[config.mk]
export PLATFORM = sky130hd
export DESIGN_NAME = axi_lite_slave_regs
export DESIGN_NICKNAME = d
export VERILOG_FILES = /design/src/rtl/axi_lite_pkg.sv /design/src/rtl/axi_lite_regfile.sv /design/src/rtl/axi_lite_slave_regs.sv
export SDC_FILE = /design/constraint.sdc
export NUM_CORES = 1
export LEC_CHECK = 0
export ABC_AREA = 1
export CORE_ASPECT_RATIO = 1.5
export CORE_MARGIN = 2
export CORE_UTILIZATION = 50
export CTS_CLUSTER_DIAMETER = 120
export DETAILED_ROUTE_END_ITERATION = 7
export GPL_TIMING_DRIVEN = 0
export PLACE_DENSITY_LB_ADDON = 0.1
export SYNTH_ARGS = -nofsm -noshare
export SYNTH_HDL_FRONTEND = slang
export SYNTH_SLANG_ARGS = --single-unit
[constraint.sdc]
create_clock -name aclk -period 7.1 [get_ports aclk]
set_input_delay 1.775 -clock aclk [delete_from_list [all_inputs] [get_ports aclk]]
set_output_delay 1.775 -clock aclk [all_outputs]
set_load 0.02 [all_outputs]
[src/rtl/axi_lite_pkg.sv]
// Shared types for the AXI4-Lite register responder: address/data words,
// response codes and the byte-address LSB used for register indexing.
package axi_lite_pkg;

  localparam int ADDR_W   = 32;
  localparam int DATA_W   = 32;
  localparam int STRB_W   = DATA_W / 8;
  localparam int ADDR_LSB = 2;

  typedef logic [ADDR_W-1:0] addr_t;
  typedef logic [DATA_W-1:0] data_t;

  typedef enum logic [1:0] {
    OKAY   = 2'b00,
    SLVERR = 2'b10
  } resp_t;

endpackage

[src/rtl/axi_lite_regfile.sv]
// Register array: one byte-masked write port, one combinational read port.
// Strobe masking is honoured only when AXI_LITE_STRB_EN is defined.
module axi_lite_regfile
  import axi_lite_pkg::*;
#(
  parameter int    NUM_REGS  = 16,
  parameter data_t RESET_VAL = '0,
  parameter int    IDX_W     = $clog2(NUM_REGS)
) (
  input  logic              i_clk,
  input  logic              i_rst,
  input  logic              i_we,
  input  logic [IDX_W-1:0]  i_widx,
  input  data_t             i_wdata,
  input  logic [STRB_W-1:0] i_wstrb,
  input  logic [IDX_W-1:0]  i_ridx,
  output data_t             o_rdata
);

  data_t             r_mem [NUM_REGS];
  logic [STRB_W-1:0] w_be;

`ifdef AXI_LITE_STRB_EN
  assign w_be = i_wstrb;
`else
  logic w_unused_strb;
  assign w_unused_strb = ^i_wstrb;
  assign w_be          = '1;
`endif

  always_ff @(posedge i_clk) begin
    if (i_rst) begin
      for (int i = 0; i < NUM_REGS; i++) r_mem[i] <= RESET_VAL;
    end else if (i_we) begin
      for (int b = 0; b < STRB_W; b++)
        if (w_be[b]) r_mem[i_widx][8*b +: 8] <= i_wdata[8*b +: 8];
    end
  end

  // Read sees the pre-edge contents, so a same-edge write is not forwarded.
  assign o_rdata = r_mem[i_ridx];

endmodule

[src/rtl/axi_lite_slave_regs.sv]
// AXI4-Lite responder backed by NUM_REGS 32-bit registers; independent
// write and read FSMs. Optional byte strobes: define AXI_LITE_STRB_EN.
module axi_lite_slave_regs
  import axi_lite_pkg::*;
#(
  parameter int    NUM_REGS  = 16,
  parameter data_t RESET_VAL = 32'h0000_0000
) (
  input  logic              aclk,
  input  logic              areset,
  input  addr_t             awaddr,
  input  logic              awvalid,
  output logic              awready,
  input  data_t             wdata,
  input  logic [STRB_W-1:0] wstrb,
  input  logic              wvalid,
  output logic              wready,
  output logic [1:0]        bresp,
  output logic              bvalid,
  input  logic              bready,
  input  addr_t             araddr,
  input  logic              arvalid,
  output logic              arready,
  output data_t             rdata,
  output logic [1:0]        rresp,
  output logic              rvalid,
  input  logic              rready
);

  localparam int IDX_W = $clog2(NUM_REGS);

  typedef enum logic {W_IDLE, W_RESP} w_state_t;
  typedef enum logic {R_IDLE, R_DATA} r_state_t;

  function automatic logic is_oob(input addr_t a);
    return a >= addr_t'(NUM_REGS * 4);
  endfunction

  // ---------------- write path ----------------
  w_state_t          r_w_state, w_w_state_nxt;
  logic              r_aw_held, r_w_held;
  addr_t             r_awaddr;
  data_t             r_wdata;
  logic [STRB_W-1:0] r_wstrb;
  resp_t             r_bresp;

  logic              w_aw_hs, w_w_hs, w_commit, w_wr_oob;
  addr_t             w_waddr;
  data_t             w_wdata;
  logic [STRB_W-1:0] w_wstrb;

  assign w_aw_hs  = awvalid && awready;
  assign w_w_hs   = wvalid && wready;
  // Either half may arrive this cycle or be waiting from an earlier one.
  assign w_waddr  = r_aw_held ? r_awaddr : awaddr;
  assign w_wdata  = r_w_held  ? r_wdata  : wdata;
  assign w_wstrb  = r_w_held  ? r_wstrb  : wstrb;
  assign w_commit = (r_w_state == W_IDLE) && (r_aw_held || w_aw_hs) && (r_w_held || w_w_hs);
  assign w_wr_oob = is_oob(w_waddr);

  always_comb begin
    w_w_state_nxt = r_w_state;
    awready       = 1'b0;
    wready        = 1'b0;
    bvalid        = (r_w_state == W_RESP);
    case (r_w_state)
      W_IDLE: begin
        awready = !r_aw_held && !areset;
        wready  = !r_w_held  && !areset;
        if (w_commit) w_w_state_nxt = W_RESP;
      end
      W_RESP: if (bready) w_w_state_nxt = W_IDLE;
      default: w_w_state_nxt = W_IDLE;
    endcase
  end

  always_ff @(posedge aclk) begin
    if (areset) begin
      r_w_state <= W_IDLE;
      r_aw_held <= 1'b0;
      r_w_held  <= 1'b0;
      r_awaddr  <= '0;
      r_wdata   <= '0;
      r_wstrb   <= '0;
      r_bresp   <= OKAY;
    end else begin
      r_w_state <= w_w_state_nxt;
      if (w_aw_hs) begin
        r_aw_held <= 1'b1;
        r_awaddr  <= awaddr;
      end
      if (w_w_hs) begin
        r_w_held <= 1'b1;
        r_wdata  <= wdata;
        r_wstrb  <= wstrb;
      end
      if (w_commit) r_bresp <= w_wr_oob ? SLVERR : OKAY;
      if (r_w_state == W_RESP && bready) begin
        r_aw_held <= 1'b0;
        r_w_held  <= 1'b0;
      end
    end
  end

  assign bresp = r_bresp;

  // ---------------- read path ----------------
  r_state_t r_r_state, w_r_state_nxt;
  data_t    r_rdata, w_rf_rdata;
  resp_t    r_rresp;
  logic     w_ar_hs, w_rd_oob;

  assign w_ar_hs  = arvalid && arready;
  assign w_rd_oob = is_oob(araddr);

  always_comb begin
    w_r_state_nxt = r_r_state;
    arready       = 1'b0;
    rvalid        = (r_r_state == R_DATA);
    case (r_r_state)
      R_IDLE: begin
        arready = !areset;
        if (arvalid && !areset) w_r_state_nxt = R_DATA;
      end
      R_DATA: if (rready) w_r_state_nxt = R_IDLE;
      default: w_r_state_nxt = R_IDLE;
    endcase
  end

  always_ff @(posedge aclk) begin
    if (areset) begin
      r_r_state <= R_IDLE;
      r_rdata   <= '0;
      r_rresp   <= OKAY;
    end else begin
      r_r_state <= w_r_state_nxt;
      if (w_ar_hs) begin
        r_rdata <= w_rd_oob ? '0 : w_rf_rdata;
        r_rresp <= w_rd_oob ? SLVERR : OKAY;
      end
    end
  end

  assign rdata = r_rdata;
  assign rresp = r_rresp;

  axi_lite_regfile #(
    .NUM_REGS  (NUM_REGS),
    .RESET_VAL (RESET_VAL),
    .IDX_W     (IDX_W)
  ) u_regfile (
    .i_clk   (aclk),
    .i_rst   (areset),
    .i_we    (w_commit && !w_wr_oob),
    .i_widx  (w_waddr[ADDR_LSB +: IDX_W]),
    .i_wdata (w_wdata),
    .i_wstrb (w_wstrb),
    .i_ridx  (araddr[ADDR_LSB +: IDX_W]),
    .o_rdata (w_rf_rdata)
  );

endmodule

==> summary.txt, run 1 <==
final net count - 3199
GRT Overall Usage - 30.6%
status - complete, no violations
min-delay src - r_awaddr[4]
Synth warnings - 0
Net Sw Frac - 25.2%
simple-gate share of the synthesized area - 28.3%
Core Area - 54500 um2
RSZ-0062 raised after global routing - no
share of layout cells above drive strength 1 - 5.70%
post-route ant nets - 0
Distinct cells, synth - 21
worst r2r src - bvalid
WS Path Type - input pin to primary output
Yosys reg bits - 612
Via density - 5.85
initial antenna violation count - 0
final wirelength - 87000 um
drt initial violations - 1972
DP Area - 30300 um2
Rows - 105
Die Width - 196 um
power per standard cell area - 255 nW/um2
Seq pwr share - 49.1%
CTS clock-pin slew for the worst setup and hold paths - 0.07 ns
final std cell area, no fill - 32400 um2
Logic pwr share - 10.7%
Initial Utilization - 50.4%
DRC Markers - 0
commonest non-fill, non-tap cells in the layout - nand2_1, nor3_1, edfxtp_1
Longest Clk Path Bufs - 3
crit path launch type - input pin
clock share of power - 40.2%
critical path, cell by cell - clkdlybuf4s50_1 > clkbuf_1 > buf_1 > nor2_1 > clkdlybuf4s50_1
Clock Sinks - 612
Adder-Cell Fraction of Synth Area - 0%
Util after Layout - 59.4%
IO buf count - 135
largest family of logic cells by synthesized area - simple AND/OR/NAND/NOR gates
max-cap viol count - 0
Int Pwr - 6.16 mW
sw power - 2.08 mW
maximum VDD drop - 201 uV
CTS buffer count - 59
Syn Inst Count - 2880
post-synthesis compound-gate area fraction - 3.55%
Leak - 10.9 nW
pin count of the biggest net entering global routing - 33
CP Data Arrival Time - 4.28 ns
number of hold violations in the final report - 0
drt pass-1 iters - 5
Final Max Tran Viols - 0
Post-Synth XOR/XNOR Area - 0%
skew final - 0.0225 ns
critical path's top delay family - buffers and inverters
Rel. slew slack - 11.2%
Slowest cell on crit path - clkbuf_1
Seq/Total Area, Yosys - 63.2%
Synth Area per Inst - 9.55 um2
Die H - 291 um
hold-fix buffer count after cts - 0
vias in the first global route - 22700
Buf/Inv on CP - 4
Final HPWL DP - 67400 um
most common cell after layout, fill and taps aside - nand2_1
post-synthesis mux area share - 0%
Post-CTS Resized - 0
I/O Pins - 148
crit end category - primary output
crit share post-route - 85.2%
Antenna Diode Count - 0
# H-tree levels - 2
worst hold-check path type - flop to flop
critical path required time - 5.33 ns
routability-driven placement congestion ratio - 0.959
Post-Syn Area - 27500 um2
biggest cell delay along the critical path - 0.79 ns
Layout area overhead - 17.7%
DR WL/cell - 22.7 um
Max FO, Critical Path - 10
CTS tree - yes
clk root buf - clkbuf_16
Clk Latency, worst-skew pair - 0.64 ns
Post-CTS Setup Inserts - 0
die footprint - 56900 um2
worst slew pin tran - 1.33 ns
final setup violation count - 0
first-pass GRT wire length - 131000 um
total grt overflow - 0
f_max - 0.165 GHz
Most Frequent Cell on Critical Path - clkdlybuf4s50_1
detailed-route via count - 22500
critical path launch point - areset
Tmin final - 6.05 ns
-- stage by stage --
step                      TNS (ns)  setup WS [ns]  power (mW)  std cells  hold WS (ns)
final                            0           1.05        8.24       3837         0.454
after global routing             0          0.966        8.45       3837         0.479
after CTS                        0           1.03        8.24       3837         0.453
after detailed placement         0           1.04        4.99       3726         0.444
after global placement     -209.96         -0.902        4.94       3711         0.438
after floorplan                  0           1.68        4.60       2881         0.429
-- Yosys cell counts --
library cell	n	share of area, %
o21a_1	1	0.027
nand4_2	1	0.045
buf_2	48	0.87
buf_4	2	0.055
o21ai_1	32	0.58
or2_1	1	0.023
nor3_1	518	9.4
inv_1	56	0.76
a21oi_1	96	1.7
nor2_1	55	0.75
nor2_4	1	0.041
edfxtp_1	512	56
conb_1	1	0.014
o21ai_0	64	1.2
nand2_1	645	8.8
dfxtp_1	100	7.3
buf_1	29	0.40
nand3_1	506	9.2
inv_2	4	0.055
clkbuf_1	207	2.8
o211ai_1	1	0.027
-- registers in the layout, summed over array words and instances (netlist names) --
register	count
r_awaddr	30
bresp	1
rdata	32
r_w_held	1
rresp	1
r_wdata	32
r_aw_held	1
bvalid	1
rvalid	1
u_regfile.r_mem	512
-- logic make-up (layout without fill, tap and decap cells) --
group	after synthesis	after routing
AND/OR/NAND/NOR	1727	1727
buffers and inverters	346	607
other	1	2
AO/OA/AOI/OAI	194	194
flip-flops	612	612
-- routing by layer --
metal / vias up / GRT usage (%) / part of all wire, %
met2: 919 / 56.0 / 52
met1: 10700 / 34.6 / 36
met5: - / 0 / 0
met3: 231 / 4.00 / 6.6
li1: 10600 / - / -
met4: 0 / 16.3 / 5.6
-- path summary, 6_finish.rpt --
| check | slack, ns | endpoint | depth (start not counted) |
|---|---|---|---|
| min | 0.45 | r_awaddr[4] | 2 |
| max | 1.05 | arready | 5 |
| max reg2reg | 3.31 | u_regfile.r_mem[7][3] | 9 |
| min reg2reg | 0.45 | r_awaddr[4] | 2 |
-- power by group through the flow --
stage / Combinational [mW] / Sequential (mW) / Clock [mW]
6_report: 0.881 / 4.04 / 3.32
5_1_grt: 0.945 / 4.06 / 3.45
3_5_place_dp: 0.865 / 4.12 / 0
3_3_place_gp: 0.809 / 4.13 / 0
2_1_floorplan: 0.475 / 4.12 / 0
4_1_cts: 0.867 / 4.04 / 3.33
-- final cells by class --
class,count,area (um2)
plain buffers,286,1140
clock buffers,83,1710
clock inverters,28,332
fillers,4737,22200
inverters,60,225
multi-input cells,1923,8950
flip-flops and latches,612,17400
well taps,695,870
repair buffers,150,1760
-- worst min-delay path, delay by kind of cell, from the launching register on --
| family | cells | cell delay [ns] |
|---|---|---|
| flip-flops | 1 | 0.30 |
| AO/OA/AOI/OAI | 1 | 0.05 |
| buffers and inverters | 1 | 0.06 |
No activity file was read; power rests on OpenSTA's default activity.
==> inputs of run 2 (changes only) <==
Settings changed: ABC_CLOCK_PERIOD_IN_PS from default to 7300.
Clock period 7.1 ns to 7.3 ns, I/O delays scaled along.
==> results of run 2 <==
The final DEF is identical to that of run 1. Status: complete, no violations.
Main changes from that run: setup slack after placement 1.04 ns -> 1.14 ns; setup slack after layout 1.05 ns -> 1.15 ns; register-to-register setup slack 3.31 ns -> 3.51 ns; total power 8.24 mW -> 8.02 mW; worst IR drop on VDD 201 uV -> 196 uV
